### src/rtl/fp32_pkg.sv
// Shared binary32 definitions for the divider/multiplier output stages:
// class codes, exponent constants and the normalise-stage register bundle.
package fp32_pkg;

  typedef enum logic [1:0] {
    CLS_NORM = 2'b00,
    CLS_ZERO = 2'b01,
    CLS_INF  = 2'b10,
    CLS_NAN  = 2'b11
  } cls_e;

  localparam int          BIAS    = 127;
  localparam int          EXP_MAX = 2 * BIAS + 1;
  localparam logic [31:0] QNAN    = 32'h7FC0_0000;

  localparam int MANT_W = 24;
  // Internal exponent is kept wider than the input so that the -1 of
  // normalisation and the +1 of a rounding carry can never wrap.
  localparam int XW     = 16;

  typedef struct packed {
    logic                  valid;
    logic                  sign;
    cls_e                  cls;
    logic [MANT_W-1:0]     mant;
    logic                  g;
    logic                  s;
    logic signed [XW-1:0]  exp;
  } s1_t;

endpackage

### src/rtl/fp_rne_round.sv
// Round-to-nearest-even on a 24-bit significand with guard/sticky bits;
// a carry out of the top bit is renormalised here.
module fp_rne_round
  import fp32_pkg::*;
(
  input  logic [MANT_W-1:0] mant,
  input  logic              g,
  input  logic              s,
  output logic [MANT_W-1:0] mant_r,
  output logic              carry,
  output logic              inexact
);

  logic            round_up;
  logic [MANT_W:0] sum;

  always_comb begin
    round_up = g & (s | mant[0]);
    sum      = {1'b0, mant} + {{MANT_W{1'b0}}, round_up};
    carry    = sum[MANT_W];
    mant_r   = carry ? sum[MANT_W:1] : sum[MANT_W-1:0];
    inexact  = g | s;
  end

endmodule

### src/rtl/fp_div_round_pack.sv
// Divider output stage: normalise, round-to-nearest-even, overflow/underflow
// detection and binary32 packing over two stall-able pipeline stages.
module fp_div_round_pack
  import fp32_pkg::*;
#(
  parameter int EXP_W = 10,
  parameter int QUO_W = 26
) (
  input  logic                    clk,
  input  logic                    rst,
  input  logic                    en,
  input  logic                    in_valid,
  input  logic                    in_sign,
  input  logic signed [EXP_W-1:0] in_exp,
  input  logic [QUO_W-1:0]        in_quo,
  input  logic                    in_rem_nz,
  input  logic [1:0]              in_cls,
  output logic                    out_valid,
  output logic [31:0]             C,
  output logic                    out_ovf,
  output logic                    out_unf,
  output logic                    out_inx
);

  s1_t s1_d, s1_q;

  logic signed [XW-1:0] exp_ext;

  always_comb begin
    s1_d       = '0;
    exp_ext    = XW'(in_exp);
    s1_d.valid = in_valid;
    s1_d.sign  = in_sign;
    s1_d.cls   = cls_e'(in_cls);
    if (in_quo[QUO_W-1]) begin
      s1_d.mant = in_quo[QUO_W-1 -: MANT_W];
      s1_d.g    = in_quo[1];
      s1_d.s    = in_quo[0] | in_rem_nz;
      s1_d.exp  = exp_ext;
    end else begin
      s1_d.mant = in_quo[QUO_W-2 -: MANT_W];
      s1_d.g    = in_quo[0];
      s1_d.s    = in_rem_nz;
      s1_d.exp  = exp_ext - XW'(1);
    end
  end

  logic [MANT_W-1:0] mant_r;
  logic              carry;
  logic              inexact_raw;

  fp_rne_round u_round (
    .mant    (s1_q.mant),
    .g       (s1_q.g),
    .s       (s1_q.s),
    .mant_r  (mant_r),
    .carry   (carry),
    .inexact (inexact_raw)
  );

  logic signed [XW-1:0] inc;
  logic signed [XW-1:0] exp2;
  logic [31:0]          c_d;
  logic                 ovf_d, unf_d, inx_d;

  always_comb begin
    c_d   = '0;
    ovf_d = 1'b0;
    unf_d = 1'b0;
    inx_d = 1'b0;
    inc   = {{(XW-1){1'b0}}, carry};
    exp2  = s1_q.exp + inc;
    case (s1_q.cls)
      CLS_ZERO: c_d = {s1_q.sign, 31'h0};
      CLS_INF:  c_d = {s1_q.sign, 8'hFF, 23'h0};
      CLS_NAN:  c_d = QNAN;
      default: begin
        if (exp2 >= EXP_MAX) begin
          c_d   = {s1_q.sign, 8'hFF, 23'h0};
          ovf_d = 1'b1;
          inx_d = 1'b1;
        end else if (exp2 <= 0) begin
          // No subnormal output: anything below the normal range flushes.
          c_d   = {s1_q.sign, 31'h0};
          unf_d = 1'b1;
          inx_d = 1'b1;
        end else begin
          c_d   = {s1_q.sign, exp2[7:0], mant_r[22:0]};
          inx_d = inexact_raw;
        end
      end
    endcase
  end

  always_ff @(posedge clk) begin
    if (!rst) begin
      s1_q      <= '0;
      out_valid <= 1'b0;
      C         <= '0;
      out_ovf   <= 1'b0;
      out_unf   <= 1'b0;
      out_inx   <= 1'b0;
    end else if (en) begin
      s1_q      <= s1_d;
      out_valid <= s1_q.valid;
      if (s1_q.valid) begin
        C       <= c_d;
        out_ovf <= ovf_d;
        out_unf <= unf_d;
        out_inx <= inx_d;
      end
    end
  end

endmodule

### config.mk
export PLATFORM = sky130hd
export DESIGN_NAME = fp_div_round_pack
export DESIGN_NICKNAME = d
export VERILOG_FILES = /design/src/rtl/fp32_pkg.sv /design/src/rtl/fp_rne_round.sv /design/src/rtl/fp_div_round_pack.sv
export SDC_FILE = /design/constraint.sdc
export NUM_CORES = 1
export LEC_CHECK = 0
export CAP_MARGIN = 20
export CORE_ASPECT_RATIO = 0.8
export CORE_UTILIZATION = 52
export CTS_CLUSTER_SIZE = 25
export DETAILED_ROUTE_END_ITERATION = 16
export GPL_ROUTABILITY_DRIVEN = 0
export HOLD_SLACK_MARGIN = 0.02
export PLACE_DENSITY = 0.8
export SLEW_MARGIN = 10
export SYNTH_ARGS = -nofsm -noshare
export SYNTH_HDL_FRONTEND = slang
export SYNTH_HIERARCHICAL = 1
export SYNTH_SLANG_ARGS = --single-unit
### constraint.sdc
create_clock -name clk -period 3.9 [get_ports clk]
set_input_delay 0.78 -clock clk [delete_from_list [all_inputs] [get_ports clk]]
set_output_delay 0.78 -clock clk [all_outputs]
set_load 0.02 [all_outputs]
==> metrics.yaml, run 1 <==
cts_tree: "done"
total_power_uw: 1800
ys.warnings.count: 6
areaGrowthSynthToFinish_pct: 27.0
cp_slowest_stage_delay_ps: 420
antenna_cells: 0
worst_ep_required_time_ps: 4140
finalClockSkew_ps: 9.73
critPathTopFamily: "simple AND/OR/NAND/NOR gates"
start_util_pct: 54.1
relSlewSlack_pct: 55.3
setup_tns_ps: 0
drt-met1-wl_microns: 4700
combPwrFrac_pct: 15.1
num_vias: 3684
grt_pass1_wl_microns: 15000
first_pass_iters: 5
clk_pin_slew_ps: 80
wl_per_cell_microns: 15.1
met3WireLength_microns: 707
route.met2.wl_microns: 3990
critPathKind: "flop to flop"
cts_buffers: 9
antenna_found_initial: 0
startpoint_type: "flop"
min_from: "C[19]$_SDFFE_PN0P_"
cp-startpoint: "s1_q[16]$_SDFFE_PN0P_"
cp_slowest_cell: "o41ai_4"
cp_data_arrival_time_ps: 3890
pwr_density_cell_nw_per_um2: 353
cts_sinks: 77
synth_fp_nets: 499
crit_buf_inv: 1
leakage_uw: 0.00191
r2r_start: "s1_q[16]$_SDFFE_PN0P_"
rows: 28
core_sq_um: 7430
final_nets: 571
power_switching_uw: 478
end_kind: "flop"
drtAntennaViolNets: 0
numPortBuffers: 79
dp_hpwl_microns: 7110
cts_max_level: 3
wirelength_microns: 9520
crit_chain: "o21a_1 -> ha_1 -> ha_2 -> nand4_4 -> or2_1 -> nor3_1 -> ha_1 -> ha_2 -> nand3_2 -> nor2_1 -> xnor2_1 -> o41ai_4 -> nor4_4 -> buf_4 -> a22o_1"
clockRootBuffer: "clkbuf_8"
drcViolationCount: 0
grt_remaining_overflow: 0
clockBufferDepth: 2
drv_cap: 0
fillers: 617
syn-cell-area_sq_um: 4020
ctsHoldBuffers: 0
synth_area_per_cell_sq_um: 8.93
final-max-slew-violation-count: 0
drt_iter0_markers: 265
insertion_delay_ps: 350
tightest_slew_ps: 670
swShare_pct: 26.6
setup_viol: 0
clkPwrFrac_pct: 36.1
grt_max_degree: 74
fin_crit_ps: 3640
die_w_microns: 100
final_layout_size_suffix_gt1_share_pct: 9.30
rsz0062_at_grt: "false"
hold_viol: 0
path_max_fanout: 23
die-area_sq_um: 8090
seq_power_share_pct: 48.7
viasPerCell: 5.83
syn_inst: 450
grt_use_total_pct: 23.8
intPower_uw: 1320
die_h_microns: 80.6
vdd_drop_max_uv: 167
status: "finished clean"
min_path_type: "flop to flop"
io_pins: 80
max_clock_freq_ghz: 0.275
top_layer: "met4"
grt_pass1_vias: 3143
timing.final.crit_share_pct: 93.4
[path summary, 6_finish.rpt]
check	slack, ps	depth (start not counted)	endpoint
min	480	1	C[19]$_SDFFE_PN0P_
max	260	15	C[22]$_SDFFE_PN0P_
min reg2reg	480	1	C[19]$_SDFFE_PN0P_
max reg2reg	260	15	C[22]$_SDFFE_PN0P_
[per-layer routing]
metal  vias up  GRT usage, %
li1       1813             -
met4         0          7.97
met1      1675          35.2
met5         -             0
met3        14          4.09
met2       182          34.7
[registers in the layout, indices dropped and copies added, names as in the netlist]
name / cells
out_valid: 1
out_unf: 1
C: 32
out_ovf: 1
s1_q: 41
out_inx: 1
[per-stage QoR]
step	utilization, %	hold slack [ps]	setup slack [ps]	cells	area, sq um
3_3_place_gp	65.3	462	173	613	4850
4_1_cts	68.3	489	118	630	5070
3_5_place_dp	65.3	470	-18.4	613	4850
5_1_grt	68.7	498	19.7	632	5100
2_1_floorplan	-	452	298	450	4020
6_report	68.7	481	258	632	5100
[worst register-to-register path, delay by kind of cell, from the launching register on]
family | cells | cell delay, ps
and+or+nand+nor | 6 | 1060
AOI/OAI and AO/OA | 3 | 810
DFF | 1 | 350
xor gates and xnor gates | 1 | 150
buffers and inverters | 1 | 220
adders and majority gates | 4 | 950
[area by class of cell]
| type | count | area [sq um] | share of cell area (%) |
|---|---|---|---|
| tap | 105 | 131 | 2.57 |
| multi-input combinational | 337 | 2320 | 45.5 |
| sequential | 77 | 1540 | 30.2 |
| clock inverter | 6 | 87.6 | 1.72 |
| clock buffer | 10 | 128 | 2.50 |
| inverter | 7 | 26.3 | 0.515 |
| timing repair buffer | 90 | 868 | 17.0 |
[power groups by stage]
stage | combinational, uW | clock [uW] | sequential [uW]
after CTS | 267 | 656 | 875
after global routing | 295 | 692 | 883
after floorplan | 164 | 0 | 883
final | 272 | 650 | 877
after global placement | 259 | 0 | 889
after detailed placement | 264 | 0 | 893
[what timing repair did]
action                                  in CTS  in global routing
pin swaps                                    2                  1
endpoints found under the setup margin      23                 23
setup buffers                                1                  2
resized for setup                            0                  4
[cells in the final DEF (no fill, tap or decap), drive strengths merged, types with 12 or more instances in the layout]
cell type and n:
a211oi 30, a21oi 16, a22o 24, buf 12
clkdlybuf4s50 78, dfxtp 77, mux2i 31, nand2 24
nand3 13, nor2 68, o21ai 18, xnor2 17
Power figures use the tool's default switching activity.
==> run 2, diff against run 1 <==
--- a/config.mk
+++ b/config.mk
@@ -5,14 +5,14 @@
 export SDC_FILE = /design/constraint.sdc
 export NUM_CORES = 1
 export LEC_CHECK = 0
-export CAP_MARGIN = 20
 export CORE_ASPECT_RATIO = 0.8
-export CORE_UTILIZATION = 52
+export CORE_UTILIZATION = 55
 export CTS_CLUSTER_SIZE = 25
 export DETAILED_ROUTE_END_ITERATION = 16
+export DONT_BUFFER_PORTS = 1
 export GPL_ROUTABILITY_DRIVEN = 0
 export HOLD_SLACK_MARGIN = 0.02
-export PLACE_DENSITY = 0.8
+export PLACE_DENSITY = 0.7
 export SLEW_MARGIN = 10
 export SYNTH_ARGS = -nofsm -noshare
 export SYNTH_HDL_FRONTEND = slang
==> metrics.yaml, run 2 (synthesis gave the netlist of run 1 again) <==
status: "finished clean"
die_h_microns: 78.5
final_cell_mix: "dfxtp_1 (77), nor2_1 (68), mux2i_1 (31), a211oi_1 (30), nand2_1 (24)"
path_max_fanout: 11
rows: 27
cts_buffers: 9
leakage_uw: 0.00162
clk_pin_slew_ps: 80
tightest_slew_ps: 471
critPathKind: "flop to flop"
crit_top_cell: "ha_1"
wl_per_cell_microns: 17.6
placedCellCount: 514
cp_slowest_cell: "nor4_4"
hold_end: "s1_q[44]$_SDFFE_PN0P_"
grt_pass1_vias: 2818
drtAntennaViolNets: 0
min_from: "s1_q[44]$_SDFFE_PN0P_"
num_vias: 3262
cts_max_level: 3
crit_buf_inv: 1
power_switching_uw: 445
final_cell_area_sq_um: 4300
drv_cap: 0
end_kind: "flop"
final_nets: 489
clkPwrFrac_pct: 40.4
worst_ep_required_time_ps: 4190
start_util_pct: 57.7
utilization_pct: 61.8
whs_path_depth: 2
insertion_delay_ps: 350
drt_iter0_markers: 243
first_pass_iters: 5
min_path_type: "flop to flop"
timing.final.crit_share_pct: 93.4
intPower_uw: 1330
final-max-slew-violation-count: 0
worst_r2r_path_depth: 15
crit_chain: "o21a_1 -> ha_1 -> ha_2 -> nand4_4 -> or2_1 -> nor3_1 -> ha_1 -> ha_1 -> nand3_2 -> nor2_1 -> xnor2_1 -> and4_1 -> nor4_4 -> buf_6 -> a22o_1"
grt_use_total_pct: 24.1
dp_hpwl_microns: 6770
rsz0062_at_grt: "false"
core_sq_um: 6960
regMostFlops: "s1_q"
numPortBuffers: 0
antenna_cells: 0
vdd_drop_max_uv: 183
critPathTopFamily: "simple AND/OR/NAND/NOR gates"
viasPerCell: 6.13
grt_max_degree: 80
hold_slack_ps: 497
finalClockSkew_ps: 8.49
relSlewSlack_pct: 68.5
areaGrowthSynthToFinish_pct: 7.00
swShare_pct: 25.0
grt_pass1_wl_microns: 14700
die_w_microns: 97.6
max_clock_freq_ghz: 0.274
clockRootBuffer: "clkbuf_8"
rrSetupSlack_ps: 260
setup_viol: 0
final_common_cell: "dfxtp_1"
die-area_sq_um: 7650
wirelength_microns: 9340
seq_power_share_pct: 49.8
r2r_start: "s1_q[18]$_SDFFE_PN0P_"
pwr_density_cell_nw_per_um2: 414
cp_data_arrival_time_ps: 3940
combPwrFrac_pct: 9.7
instances_no_fill: 532
antenna_found_initial: 0
drcViolationCount: 0
ctsHoldBuffers: 0
reg.largest.list: "s1_q (41), C (32)"
cts_sinks: 77
largest_reg_flops: 41
r2r_end: "C[18]$_SDFFE_PN0P_"
hold_viol: 0
setup_tns_ps: 0
grt_remaining_overflow: 0
io_pins: 80
clockBufferDepth: 2
cp_slowest_stage_delay_ps: 420
final_layout_size_suffix_gt1_share_pct: 9.89
fillers: 619
startpoint_type: "flop"
fin_crit_ps: 3640
place_area_sq_um: 4030
cts_tree: "done"
run 2: worst max path at each step:
| stage | from | endpoint | depth (start not counted) |
|---|---|---|---|
| 3_3_place_gp | s1_q[18]$_SDFFE_PN0P_ | C[3]$_SDFFE_PN0P_ | 14 |
| 5_1_grt | s1_q[16]$_SDFFE_PN0P_ | C[3]$_SDFFE_PN0P_ | 15 |
| 3_5_place_dp | s1_q[18]$_SDFFE_PN0P_ | C[21]$_SDFFE_PN0P_ | 14 |
| 2_1_floorplan | s1_q[18]$_SDFFE_PN0P_ | C[0]$_SDFFE_PN0P_ | 15 |
| 4_1_cts | s1_q[18]$_SDFFE_PN0P_ | C[18]$_SDFFE_PN0P_ | 14 |
| 6_report | s1_q[18]$_SDFFE_PN0P_ | C[18]$_SDFFE_PN0P_ | 15 |
run 2: power groups by stage:
stage | Clock [uW] | Sequential [uW] | Combinational, uW
after detailed placement | 0 | 903 | 170
after global routing | 756 | 892 | 193
after global placement | 0 | 902 | 167
after floorplan | 0 | 883 | 164
final | 719 | 887 | 173
after CTS | 723 | 885 | 171
run 2: layer usage:
metal	wire [microns]	global-route usage, %
met1	4900	37.9
met3	744	7.39
met5	0	0
met4	72	6.03
met2	3620	30.8
run 2: repair_timing:
action,in CTS,in global routing
pin swaps,1,2
gates resized for setup,0,7
gates cloned,0,1
buffers inserted,0,1
setup endpoints to repair,20,25
run 2: tightest hold or removal path: stages, from the launching register on:
cell     delay, ps
dfxtp_1        320
mux2i_1         60
nor2_1          80
run 2: cell type report:
class | instances | area [sq um] | area share (%)
multi-input combinational | 337 | 2320 | 53.9
clock inverter | 6 | 111 | 2.59
inverter | 7 | 26.3 | 0.611
tap | 87 | 109 | 2.53
clock buffer | 10 | 128 | 2.97
sequential | 77 | 1540 | 35.8
timing repair buffer | 8 | 67.6 | 1.57
run 2: metrics by stage:
stage / setup WS [ps] / total power, uW
2_1_floorplan: 298 / 1050
3_3_place_gp: 180 / 1070
3_5_place_dp: 27.3 / 1070
4_1_cts: 23.5 / 1780
5_1_grt: 4.52 / 1840
6_report: 256 / 1780
==> run 3, diff against run 2 <==
--- a/config.mk
+++ b/config.mk
@@ -5,7 +5,6 @@
 export SDC_FILE = /design/constraint.sdc
 export NUM_CORES = 1
 export LEC_CHECK = 0
-export CORE_ASPECT_RATIO = 0.8
 export CORE_UTILIZATION = 55
 export CTS_CLUSTER_SIZE = 25
 export DETAILED_ROUTE_END_ITERATION = 16
==> metrics.yaml, run 3 (synthesis gave the netlist of run 1 again) <==
start_util_pct: 57.9
grt_pass1_wl_microns: 14500
final_layout_size_suffix_gt1_share_pct: 11.2
grt_pass1_vias: 3030
startpoint_type: "flop"
final_cell_mix: "dfxtp_1 (77), nor2_1 (68), mux2i_1 (31), a211oi_1 (30), nand2_1 (24)"
grt_remaining_overflow: 0
path_max_fanout: 11
die_h_microns: 87.5
clockBufferDepth: 2
io_pins: 80
placedCellCount: 522
cts_tree: "done"
wl_per_cell_microns: 16.8
fillers: 588
vdd_drop_max_uv: 188
status: "finished clean"
timing.final.crit_share_pct: 95.2
regMostFlops: "s1_q"
largest_reg_flops: 41
dp_hpwl_microns: 6530
wirelength_microns: 9110
worst_ep_required_time_ps: 4190
grt_max_degree: 80
leakage_uw: 0.00162
worst_r2r_path_depth: 15
tightest_slew_ps: 561
rrSetupSlack_ps: 190
first_pass_iters: 5
die-area_sq_um: 7650
die_w_microns: 87.5
hold_slack_ps: 493
antenna_found_initial: 0
instances_no_fill: 543
whs_path_depth: 2
fin_crit_ps: 3710
core_sq_um: 6940
rows: 30
areaGrowthSynthToFinish_pct: 7.47
clockRootBuffer: "clkbuf_8"
final-max-slew-violation-count: 0
insertion_delay_ps: 340
numPortBuffers: 0
grt_use_total_pct: 24.2
clk_pin_slew_ps: 80
num_vias: 3341
pwr_density_cell_nw_per_um2: 390
end_kind: "flop"
drtAntennaViolNets: 0
final_nets: 491
finalClockSkew_ps: 7.98
cts_max_level: 3
hold_viol: 0
viasPerCell: 6.15
antenna_cells: 0
cts_buffers: 9
relSlewSlack_pct: 62.4
setup_tns_ps: 0
reg.largest.list: "s1_q (41), C (32)"
cp_data_arrival_time_ps: 4000
ctsHoldBuffers: 0
drt_iter0_markers: 213
setup_viol: 0
cts_sinks: 77
max_clock_freq_ghz: 0.269
utilization_pct: 62.2
drcViolationCount: 0
min_path_type: "flop to flop"
critPathKind: "flop to flop"
drv_cap: 0
total_power_uw: 1690
final_common_cell: "dfxtp_1"
run 3: repair_timing:
action,in CTS,in global routing
gates resized for setup,0,12
gates cloned,0,2
setup buffers,1,2
pin swaps,1,3
endpoints found under the setup margin,23,31
endpoints found under the hold margin,0,0
run 3: layout make-up:
type	count	area [sq um]	area share (%)
well taps	96	120	2.78
inverters	7	26.3	0.608
clock inverters	3	42.5	0.985
multi-input cells	337	2340	54.2
repair buffers	10	80.1	1.85
flip-flops and latches	77	1540	35.7
clock buffers	13	169	3.91
run 3: routing by layer:
| metal | routed length [microns] | vias up | track usage [%] |
|---|---|---|---|
| li1 | - | 1657 | - |
| met1 | 4000 | 1555 | 30.5 |
| met2 | 4420 | 124 | 40.0 |
| met3 | 638 | 5 | 6.26 |
| met4 | 51 | 0 | 8.64 |
| met5 | 0 | - | 0 |
run 3: path summary, 6_finish.rpt:
check	startpoint	to
worst max-delay path	s1_q[18]$_SDFFE_PN0P_	C[21]$_SDFFE_PN0P_
worst min-delay path	s1_q[44]$_SDFFE_PN0P_	s1_q[44]$_SDFFE_PN0P_
worst max register to register	s1_q[18]$_SDFFE_PN0P_	C[21]$_SDFFE_PN0P_
worst min register to register	s1_q[44]$_SDFFE_PN0P_	s1_q[44]$_SDFFE_PN0P_
run 3: report_power, final:
part | leakage (uW) | total (uW) | internal [uW] | switching (uW)
clock | 0.000106 | 630 | 347 | 283
combinational | 0.000883 | 172 | 86.1 | 85.5
sequential | 0.000632 | 884 | 825 | 59.1
run 3: critical path, stage by stage, from the launching register on:
cell and delay (ps):
dfxtp_1 380, o21a_1 140, ha_2 220, ha_4 170
nand4_4 140, or2_1 290, nor3_2 230, ha_2 240
ha_2 220, nand3_2 160, o41ai_4 450, o41ai_4 170
nor4_4 390, buf_4 180, buf_6 130, a22o_1 130
run 3: through the flow:
step,setup slack [ps],cell area (sq um)
after floorplan,298,4020
after global placement,213,4030
after detailed placement,-44.5,4030
after CTS,39.1,4250
after global routing,-8.55,4320
final,186,4320
